`src/rtl/trng_vn_byte_packer_if.sv`:
```
// Handshake bundle between the raw TRNG source, the byte packer and the byte consumer.
interface trng_vn_byte_packer_if #(
  parameter int unsigned FIFO_DEPTH = 4
) ();
  localparam int unsigned CntW = $clog2(FIFO_DEPTH) + 1;

  logic            raw_bit;
  logic            raw_valid;
  logic            clear;
  logic            out_ready;
  logic [7:0]      out_data;
  logic            out_valid;
  logic [CntW-1:0] fifo_count;
  logic            overflow;
  logic            health_fail;

  modport master (
    output raw_bit, raw_valid, clear, out_ready,
    input  out_data, out_valid, fifo_count, overflow, health_fail
  );

  modport slave (
    input  raw_bit, raw_valid, clear, out_ready,
    output out_data, out_valid, fifo_count, overflow, health_fail
  );
endinterface

```
`src/rtl/trng_vn_byte_packer.sv`:
```
// Von Neumann debiaser + byte packer + FWFT output FIFO for the raw TRNG stream.
// Optional repetition-count health test is built when TRNG_HEALTH_TEST_EN is defined.
module trng_vn_byte_packer #(
  parameter int unsigned FIFO_DEPTH = 4,
  parameter int unsigned RCT_CUTOFF = 32
) (
  input  logic                   clk,
  input  logic                   rst,
  trng_vn_byte_packer_if.slave   bus_io
);
  localparam int unsigned CntW = $clog2(FIFO_DEPTH) + 1;
  localparam int unsigned PtrW = (FIFO_DEPTH > 1) ? $clog2(FIFO_DEPTH) : 1;

  logic            pair_full_q, pair_bit_q;
  logic [7:0]      shreg_q;
  logic [2:0]      bit_cnt_q;
  logic [7:0]      mem_q [FIFO_DEPTH];
  logic [PtrW-1:0] wr_ptr_q, rd_ptr_q;
  logic [CntW-1:0] count_q, count_d;
  logic            overflow_q;
  logic            health_fail_q;

  logic       accept, emit, byte_done, pop, full, push_req, push, drop;
  logic [7:0] new_byte;

  always_comb begin
    accept    = bus_io.raw_valid & ~bus_io.clear;
    // Second bit of a pair differing from the first: the first bit is the debiased output.
    emit      = accept & pair_full_q & (pair_bit_q ^ bus_io.raw_bit);
    byte_done = emit & (bit_cnt_q == 3'd7);
    new_byte  = {shreg_q[6:0], pair_bit_q};
    pop       = (count_q != '0) & bus_io.out_ready & ~bus_io.clear;
    full      = (count_q == CntW'(FIFO_DEPTH));
    push_req  = byte_done & ~health_fail_q;
    push      = push_req & (~full | pop);
    drop      = push_req & ~push;
    count_d   = count_q;
    if (push && !pop) begin
      count_d = count_q + CntW'(1);
    end else if (pop && !push) begin
      count_d = count_q - CntW'(1);
    end
  end

  always_ff @(posedge clk or posedge rst) begin
    if (rst) begin
      pair_full_q <= 1'b0;
      pair_bit_q  <= 1'b0;
      shreg_q     <= '0;
      bit_cnt_q   <= '0;
      wr_ptr_q    <= '0;
      rd_ptr_q    <= '0;
      count_q     <= '0;
      overflow_q  <= 1'b0;
      for (int i = 0; i < int'(FIFO_DEPTH); i++) begin
        mem_q[i] <= '0;
      end
    end else if (bus_io.clear) begin
      pair_full_q <= 1'b0;
      shreg_q     <= '0;
      bit_cnt_q   <= '0;
      wr_ptr_q    <= '0;
      rd_ptr_q    <= '0;
      count_q     <= '0;
      overflow_q  <= 1'b0;
    end else begin
      if (accept) begin
        pair_full_q <= ~pair_full_q;
        if (!pair_full_q) begin
          pair_bit_q <= bus_io.raw_bit;
        end
      end
      // Counter wraps 7->0 whether the byte is pushed, dropped or suppressed.
      if (emit) begin
        shreg_q   <= new_byte;
        bit_cnt_q <= bit_cnt_q + 3'd1;
      end
      if (push) begin
        mem_q[wr_ptr_q] <= new_byte;
        wr_ptr_q        <= wr_ptr_q + PtrW'(1);
      end
      if (pop) begin
        rd_ptr_q <= rd_ptr_q + PtrW'(1);
      end
      count_q <= count_d;
      if (drop) begin
        overflow_q <= 1'b1;
      end
    end
  end

`ifdef TRNG_HEALTH_TEST_EN
  localparam int unsigned RctW = $clog2(RCT_CUTOFF + 1);

  logic [RctW-1:0] rct_cnt_q, rct_cnt_d;
  logic            prev_bit_q;

  always_comb begin
    rct_cnt_d = rct_cnt_q;
    if (accept) begin
      if ((rct_cnt_q != '0) && (bus_io.raw_bit == prev_bit_q)) begin
        rct_cnt_d = (rct_cnt_q == RctW'(RCT_CUTOFF)) ? rct_cnt_q : rct_cnt_q + RctW'(1);
      end else begin
        rct_cnt_d = RctW'(1);
      end
    end
  end

  always_ff @(posedge clk or posedge rst) begin
    if (rst) begin
      rct_cnt_q     <= '0;
      prev_bit_q    <= 1'b0;
      health_fail_q <= 1'b0;
    end else if (bus_io.clear) begin
      rct_cnt_q     <= '0;
      health_fail_q <= 1'b0;
    end else begin
      rct_cnt_q <= rct_cnt_d;
      if (accept) begin
        prev_bit_q <= bus_io.raw_bit;
      end
      if (rct_cnt_d == RctW'(RCT_CUTOFF)) begin
        health_fail_q <= 1'b1;
      end
    end
  end
`else
  logic unused_rct_cutoff;
  assign unused_rct_cutoff = (RCT_CUTOFF != 0);
  assign health_fail_q     = 1'b0;
`endif

  assign bus_io.out_valid   = (count_q != '0);
  assign bus_io.out_data    = (count_q != '0) ? mem_q[rd_ptr_q] : 8'h00;
  assign bus_io.fifo_count  = count_q;
  assign bus_io.overflow    = overflow_q;
  assign bus_io.health_fail = health_fail_q;

endmodule

```
`src/flat_wrapper.sv`:
```
// flat-port wrapper written by rule: the top's interface ports become plain ports
module trng_vn_byte_packer_flat 
#(
  parameter int unsigned FIFO_DEPTH = 4,
  parameter int unsigned RCT_CUTOFF = 32
)
  (clk, rst, bus_io_raw_bit, bus_io_raw_valid, bus_io_clear, bus_io_out_ready, bus_io_out_data, bus_io_out_valid, bus_io_fifo_count, bus_io_overflow, bus_io_health_fail);
  trng_vn_byte_packer_if #(.FIFO_DEPTH(FIFO_DEPTH)) bus_io_i ();
  input  logic clk;
  input  logic rst;
  input wire logic [$bits(bus_io_i.raw_bit)-1:0] bus_io_raw_bit;
  input wire logic [$bits(bus_io_i.raw_valid)-1:0] bus_io_raw_valid;
  input wire logic [$bits(bus_io_i.clear)-1:0] bus_io_clear;
  input wire logic [$bits(bus_io_i.out_ready)-1:0] bus_io_out_ready;
  output wire logic [$bits(bus_io_i.out_data)-1:0] bus_io_out_data;
  output wire logic [$bits(bus_io_i.out_valid)-1:0] bus_io_out_valid;
  output wire logic [$bits(bus_io_i.fifo_count)-1:0] bus_io_fifo_count;
  output wire logic [$bits(bus_io_i.overflow)-1:0] bus_io_overflow;
  output wire logic [$bits(bus_io_i.health_fail)-1:0] bus_io_health_fail;
  assign bus_io_i.raw_bit = bus_io_raw_bit;
  assign bus_io_i.raw_valid = bus_io_raw_valid;
  assign bus_io_i.clear = bus_io_clear;
  assign bus_io_i.out_ready = bus_io_out_ready;
  assign bus_io_out_data = bus_io_i.out_data;
  assign bus_io_out_valid = bus_io_i.out_valid;
  assign bus_io_fifo_count = bus_io_i.fifo_count;
  assign bus_io_overflow = bus_io_i.overflow;
  assign bus_io_health_fail = bus_io_i.health_fail;
  trng_vn_byte_packer #(.FIFO_DEPTH(FIFO_DEPTH), .RCT_CUTOFF(RCT_CUTOFF)) u_core (.clk(clk), .rst(rst), .bus_io(bus_io_i));
endmodule
```
`config.mk`:
```
export PLATFORM = sky130hd
export DESIGN_NAME = trng_vn_byte_packer_flat
export DESIGN_NICKNAME = d
export VERILOG_FILES = /design/src/rtl/trng_vn_byte_packer_if.sv /design/src/rtl/trng_vn_byte_packer.sv /design/src/flat_wrapper.sv
export SDC_FILE = /design/constraint.sdc
export NUM_CORES = 1
export LEC_CHECK = 0
export CAP_MARGIN = 10
export CORE_UTILIZATION = 45
export CTS_BUF_LIST = sky130_fd_sc_hd__clkbuf_4
export DETAILED_ROUTE_END_ITERATION = 12
export PLACE_DENSITY_LB_ADDON = 0.05
export REMOVE_ABC_BUFFERS = 1
export SYNTH_ARGS = -nofsm -noshare
export SYNTH_HDL_FRONTEND = slang
export SYNTH_SLANG_ARGS = --single-unit
export TNS_END_PERCENT = 100
```
`constraint.sdc`:
```
create_clock -name clk -period 4.25 [get_ports clk]
set_input_delay 0.85 -clock clk [delete_from_list [all_inputs] [get_ports clk]]
set_output_delay 0.85 -clock clk [all_outputs]
set_load 0.03 [all_outputs]
```
==> Word level (Yosys, flattened, before mapping) <==
Index checks and enable logic that the tools add are counted.
{ "word_totals": {"elab_cells": 74, "reg_bits": 52, "input_bits": 6, "output_inout_bits": 14} }
{ "op_classes": {"muxes": 22, "addsub": 5, "n_reduce_logical": 14, "n_bitwise": 16, "n_eq_ne": 2, "magnitude_cmp": 3} }
{ "ops": {"columns": ["operator", "count"], "rows": [
  ["$bwmux W32", 1],
  ["$mux W8", 4],
  ["$bmux W8 S2", 1],
  ["$demux W8 S2", 1],
  ["$mux W3", 5],
  ["$mux W7", 2],
  ["$reduce_bool A2 Y1", 5],
  ["$and A1 B1 Y1", 8],
  ["$mux W2", 4],
  ["$add A3 B1 Y3 const B", 2],
  ["$eq A3 B3 Y1 const B", 2],
  ["$ge A3 B3 Y1 const B", 2],
  ["$not A2 Y3", 2],
  ["$reduce_bool A3 Y1", 2],
  ["$add A2 B1 Y2 const B", 2],
  ["$mux W1", 4],
  ["$not A1 Y1", 4],
  ["$logic_and A1 B1 Y1", 3],
  ["$lt A3 B1 Y1 const B", 1],
  ["$reduce_and A3 Y1", 1],
  ["$sub A3 B1 Y3 const B", 1],
  ["$logic_not A1 Y1", 2],
  ["$reduce_and A2 Y1", 1],
  ["$or A1 B1 Y1", 1],
  ["$xor A1 B1 Y1", 1]
]} }

==> Logic depth before layout (Yosys ltp) <==
{ "logic_depth": {"word_depth": 11, "depth_mapped": 10} }

==> Worst setup path before layout <==
No wires, ideal clock.
{ "synth_path": {"path_type": "in2reg", "from": "input port bus_io_clear", "to": "register u_core.count_q[2] (netlist: u_core.bus_io.fifo_count[2])", "slack_ps": 1464, "setup_ps": 125, "t_arrival_ps": 2661, "cell_stages": 9, "cell_sequence": "buf_6 nand3b_2 nor3_4 nand2_1 nor2_1 fa_1 nor2_1 a32oi_1 mux2_2"} }
{ "synth_via": {"elab_chain_len": 9} }
{ "synth_lines": {"columns": ["element", "line", "rtl"], "rows": [
  ["from (decl)", "flat_wrapper.sv:13", "input wire logic [$bits(bus_io_i.clear)-1:0] bus_io_clear;"],
  ["$not A1 Y1 (no source line)", null, null],
  ["$and A1 B1 Y1", "trng_vn_byte_packer.sv:27", "accept = bus_io.raw_valid & ~bus_io.clear;"],
  ["$and A1 B1 Y1 (2 in a row)", "trng_vn_byte_packer.sv:29", "emit = accept & pair_full_q & (pair_bit_q ^ bus_io.raw_bit);"],
  ["$and A1 B1 Y1", "trng_vn_byte_packer.sv:30", "byte_done = emit & (bit_cnt_q == 3'd7);"],
  ["$and A1 B1 Y1", "trng_vn_byte_packer.sv:35", "push = push_req & (~full | pop);"],
  ["$logic_and A1 B1 Y1 / $logic_not A1 Y1 (equally long branches)", "trng_vn_byte_packer.sv:38, trng_vn_byte_packer.sv:40", null],
  ["$mux W3 / $logic_and A1 B1 Y1 (equally long branches)", "trng_vn_byte_packer.sv:38, trng_vn_byte_packer.sv:40", null],
  ["$mux W3 / $reduce_bool A3 Y1 (equally long branches)", null, null],
  ["to (signal assigned)", "trng_vn_byte_packer.sv:85", "count_q <= count_d;"],
  ["to (decl)", "trng_vn_byte_packer.sv:19", "logic [CntW-1:0] count_q, count_d;"]
]} }
Several ways; a longest one is shown, not always the timed one.
A chain may end at the register's enable or synchronous reset.

==> Worst setup path in the final report <==
{ "layout_path": {"from": "register u_core.rd_ptr_q[0]", "to": "output port bus_io_out_data[1]"} }
{ "layout_via": {"elab_chain_len": 5} }
{ "layout_lines": {"columns": ["element", "line", "rtl"], "rows": [
  ["from (decl)", "trng_vn_byte_packer.sv:18", "logic [PtrW-1:0] wr_ptr_q, rd_ptr_q;"],
  ["from (signal assigned)", "trng_vn_byte_packer.sv:83", "rd_ptr_q <= rd_ptr_q + PtrW'(1);"],
  ["$not A2 Y3 (implied by the code)", "trng_vn_byte_packer.sv:134", "assign bus_io.out_data = (count_q != '0) ? mem_q[rd_ptr_q] : 8'h00;"],
  ["$bmux W8 S2", "trng_vn_byte_packer.sv:134", null],
  ["$mux W8 (implied by the code) (2 in a row)", "trng_vn_byte_packer.sv:134", null],
  ["$mux W8", "trng_vn_byte_packer.sv:134", null],
  ["to (decl)", "flat_wrapper.sv:15", "output wire logic [$bits(bus_io_i.out_data)-1:0] bus_io_out_data;"]
]} }
No other way between the ends. The select of a mux whose other input is x is not followed.

==> flow_metrics.tcl <==
set metrics [dict create \
    status "finished clean" \
    hp-start "u_core.mem_q[9]" \
    cts-resized-gates 0 \
    antenna_found_initial 0 \
    multi_input_area_um2 1200 \
    p_switching_uw 303 \
    power_uw 964 \
    critPathKind "reg2out" \
    p_comb_share_pct 20.2 \
    wl_per_cell_um 16.7 \
    numCtsBuffers 5 \
    grt_usage_pct 18.4 \
    critical_path_required_ps 3400 \
    wl_um 4830 \
    die_x_um 77.7 \
    n_fill_cell 480 \
    placed_cells 282 \
    io_pins 20 \
    drt_iter0_markers 60 \
    power.share.switching_pct 31.4 \
    clkSinkCount 52 \
    power_leakage_nw 1.31 \
    rsz0062_at_grt "no" \
    yosysWarnings 0 \
    via_per_inst 5.41 \
    io_buffers 18 \
    vias 1568 \
    clkPwrFrac_pct 22.9 \
    synth_seq_cells 52 \
    syn_area_um2 2580 \
    n_antenna_cell 0 \
    startpoint "u_core.rd_ptr_q[0]" \
    worstReg2RegEnd "u_core.bus_io.fifo_count[2]" \
    grt_overflow 0 \
    nets 230 \
    hold_class "reg2reg" \
    drv_cap 0 \
    die_h_um 77.7 \
    synthesis.instances 197 \
    dieArea_um2 6030 \
    worstReg2RegStart "u_core.bit_cnt_q[0]" \
    ctsHoldBuffers 0 \
    num_rows 27 \
    clk_pin_slew_ps 150 \
    drc 0 \
    hold_path_end "u_core.mem_q[9]" \
    worstMarginPinSlew_ps 1080 \
    holdWs_ps 519 \
    setup_violations 0 \
    startpoint_type "register" \
    finalClockSkew_ps 10.0 \
    crit_path_end_kind "primary output" \
    vdd_ir_drop_max_uv 169 \
    yosys-top-cells-area "dfrtp_1 (50%), mux2_2 (15%), mux4_2 (7.0%), mux2i_1 (3.5%), ha_1 (2.9%)" \
    synthTopCellsByCount "dfrtp_1 (52), mux2_2 (35), nor2_1 (20)" \
    fin_crit_ps 3310 \
    clockRootBuffer "clkbuf_4" \
    core-area_um2 5510 \
    r2r_cells 10 \
    whs_path_depth 1 \
    synth_edf_count 0 \
    yosysMostFrequentCell "dfrtp_1" \
    worst_ep_arrival_time_ps 2460 \
    htreeDepth 2 \
    p_int_uw 661 \
    synth_top_area_cell "dfrtp_1" \
    grt_pass1_vias 1651 \
    avgSynthCellArea_um2 13.1 \
    start_util_pct 46.8 \
    instances_no_fill 290 \
    hpwl_um 3240 \
    timing.final.crit_share_pct 77.8 \
    cts_tree "done" \
    drive_above_1_share_pct 28.0 \
    pwr-share-seq_pct 56.9 \
    regArea_um2 1300 \
    ff2ff_setup_slack_ps 1670 \
    clock_path_buffers 2 \
    crit_path_max_fanout 10 \
    finalMaxSlewViolations 0 \
    synth_cell_types 39 \
    placed_area_um2 2820 \
    fmax_ghz 0.302 \
    yosys_most_used_dff "dfrtp_1" \
    area_growth_syn_to_layout_pct 11.7 \
    postLayoutCellArea_um2 2880 \
    yosys.area.top_type_share_pct 50.5 \
    cts_setup_buffers 0 \
    grt_max_degree 53 \
    firstDrtPassIters 4 \
    insertion_delay_ps 370 \
    tns_ps 0 \
    hold_viol 0 \
    postSynth.asyncResetShare_pct 100 \
    drtAntennaViolNets 0 \
    grt_pass1_wl_um 8360 \
    timing.slew.headroom_pct 28.0 \
    p_per_area_nw_per_um2 335 \
    place_congestion 0.886 \
    seq_area_frac_synth_pct 50.5 \
]
cell type report:
type	count	area share (%)
inverters	9	1.17
well taps	72	3.13
repair buffers	20	6.78
flip-flops and latches	52	45.2
clock buffers	6	1.56
multi-input cells	129	41.8
clock inverters	2	0.391
cell families (layout without fill, tap and decap cells):
| family | count (synthesis) | after routing | share of synthesized area, % |
|---|---|---|---|
| compound gates | 13 | 13 | 3.54 |
| xor+xnor | 6 | 6 | 2.04 |
| fa+ha+maj | 7 | 7 | 3.69 |
| buf+inv | 16 | 37 | 2.86 |
| flops | 52 | 52 | 50.5 |
| mux | 53 | 53 | 26.2 |
| other cells | 1 | 1 | 0.145 |
| simple gates | 49 | 49 | 11.0 |
sequential cells by signal, summed over array words and instances, names as in the netlist, 2 cells and up:
| register | cells |
|---|---|
| u_core.shreg_q | 7 |
| u_core.bus_io.fifo_count | 3 |
| u_core.mem_q | 32 |
| u_core.rd_ptr_q | 2 |
| u_core.bit_cnt_q | 3 |
| u_core.wr_ptr_q | 2 |
cell usage in the layout, fill, tap and decap left out, drive strengths merged, types with 2 or more instances in the layout:
cell / synthesis / routed
clkbuf: 2 / 6
buf: 5 / 2
a21oi: 4 / 4
clkdlybuf4s50: 0 / 18
nor2b: 9 / 9
mux4: 8 / 8
mux2i: 9 / 9
mux2: 36 / 36
ha: 6 / 6
nor3: 2 / 2
xor2: 2 / 2
dfrtp: 52 / 52
nand2: 4 / 4
nor2: 21 / 21
a31oi: 2 / 2
inv: 9 / 9
o21ai: 2 / 2
nand3: 5 / 5
xnor2: 4 / 4
nor4: 2 / 2
stage by stage:
stage               setup WS, ps  util, %
floorplan                   1580        -
global route                 792     52.3
CTS                          874     52.3
global placement             708     51.3
finish                       943     52.3
detailed placement           600     51.3
worst max-delay path by stage:
| stage | slack, ps | end | cells after the start |
|---|---|---|---|
| global route | 790 | bus_io_out_data[1] | 3 |
| detailed placement | 600 | u_core.bus_io.fifo_count[1] | 8 |
| CTS | 870 | bus_io_out_data[1] | 3 |
| floorplan | 1580 | u_core.bus_io.fifo_count[2] | 8 |
| finish | 940 | bus_io_out_data[1] | 3 |
| global placement | 710 | u_core.bus_io.fifo_count[2] | 9 |
critical path: stages, from the launching register on:
cell and delay [ps]:
dfrtp_1 770, mux4_2 590, nor2b_1 150, clkdlybuf4s50_1 590
power groups by stage:
| stage | registers [mW] | clock network (mW) | logic [mW] |
|---|---|---|---|
| after floorplan | 0.559 | 0 | 0.116 |
| after global placement | 0.558 | 0 | 0.194 |
| after detailed placement | 0.559 | 0 | 0.199 |
| after CTS | 0.550 | 0.230 | 0.197 |
| after global routing | 0.555 | 0.254 | 0.213 |
| final | 0.548 | 0.221 | 0.194 |
routing by layer:
metal,vias to the layer above,routed length (um),track usage (%)
li1,731,-,-
met5,-,0,0
met2,24,2400,31.0
met3,7,111,4.24
met1,806,2260,23.4
met4,0,63,5.66
No activity file was read; power rests on OpenSTA's default activity.
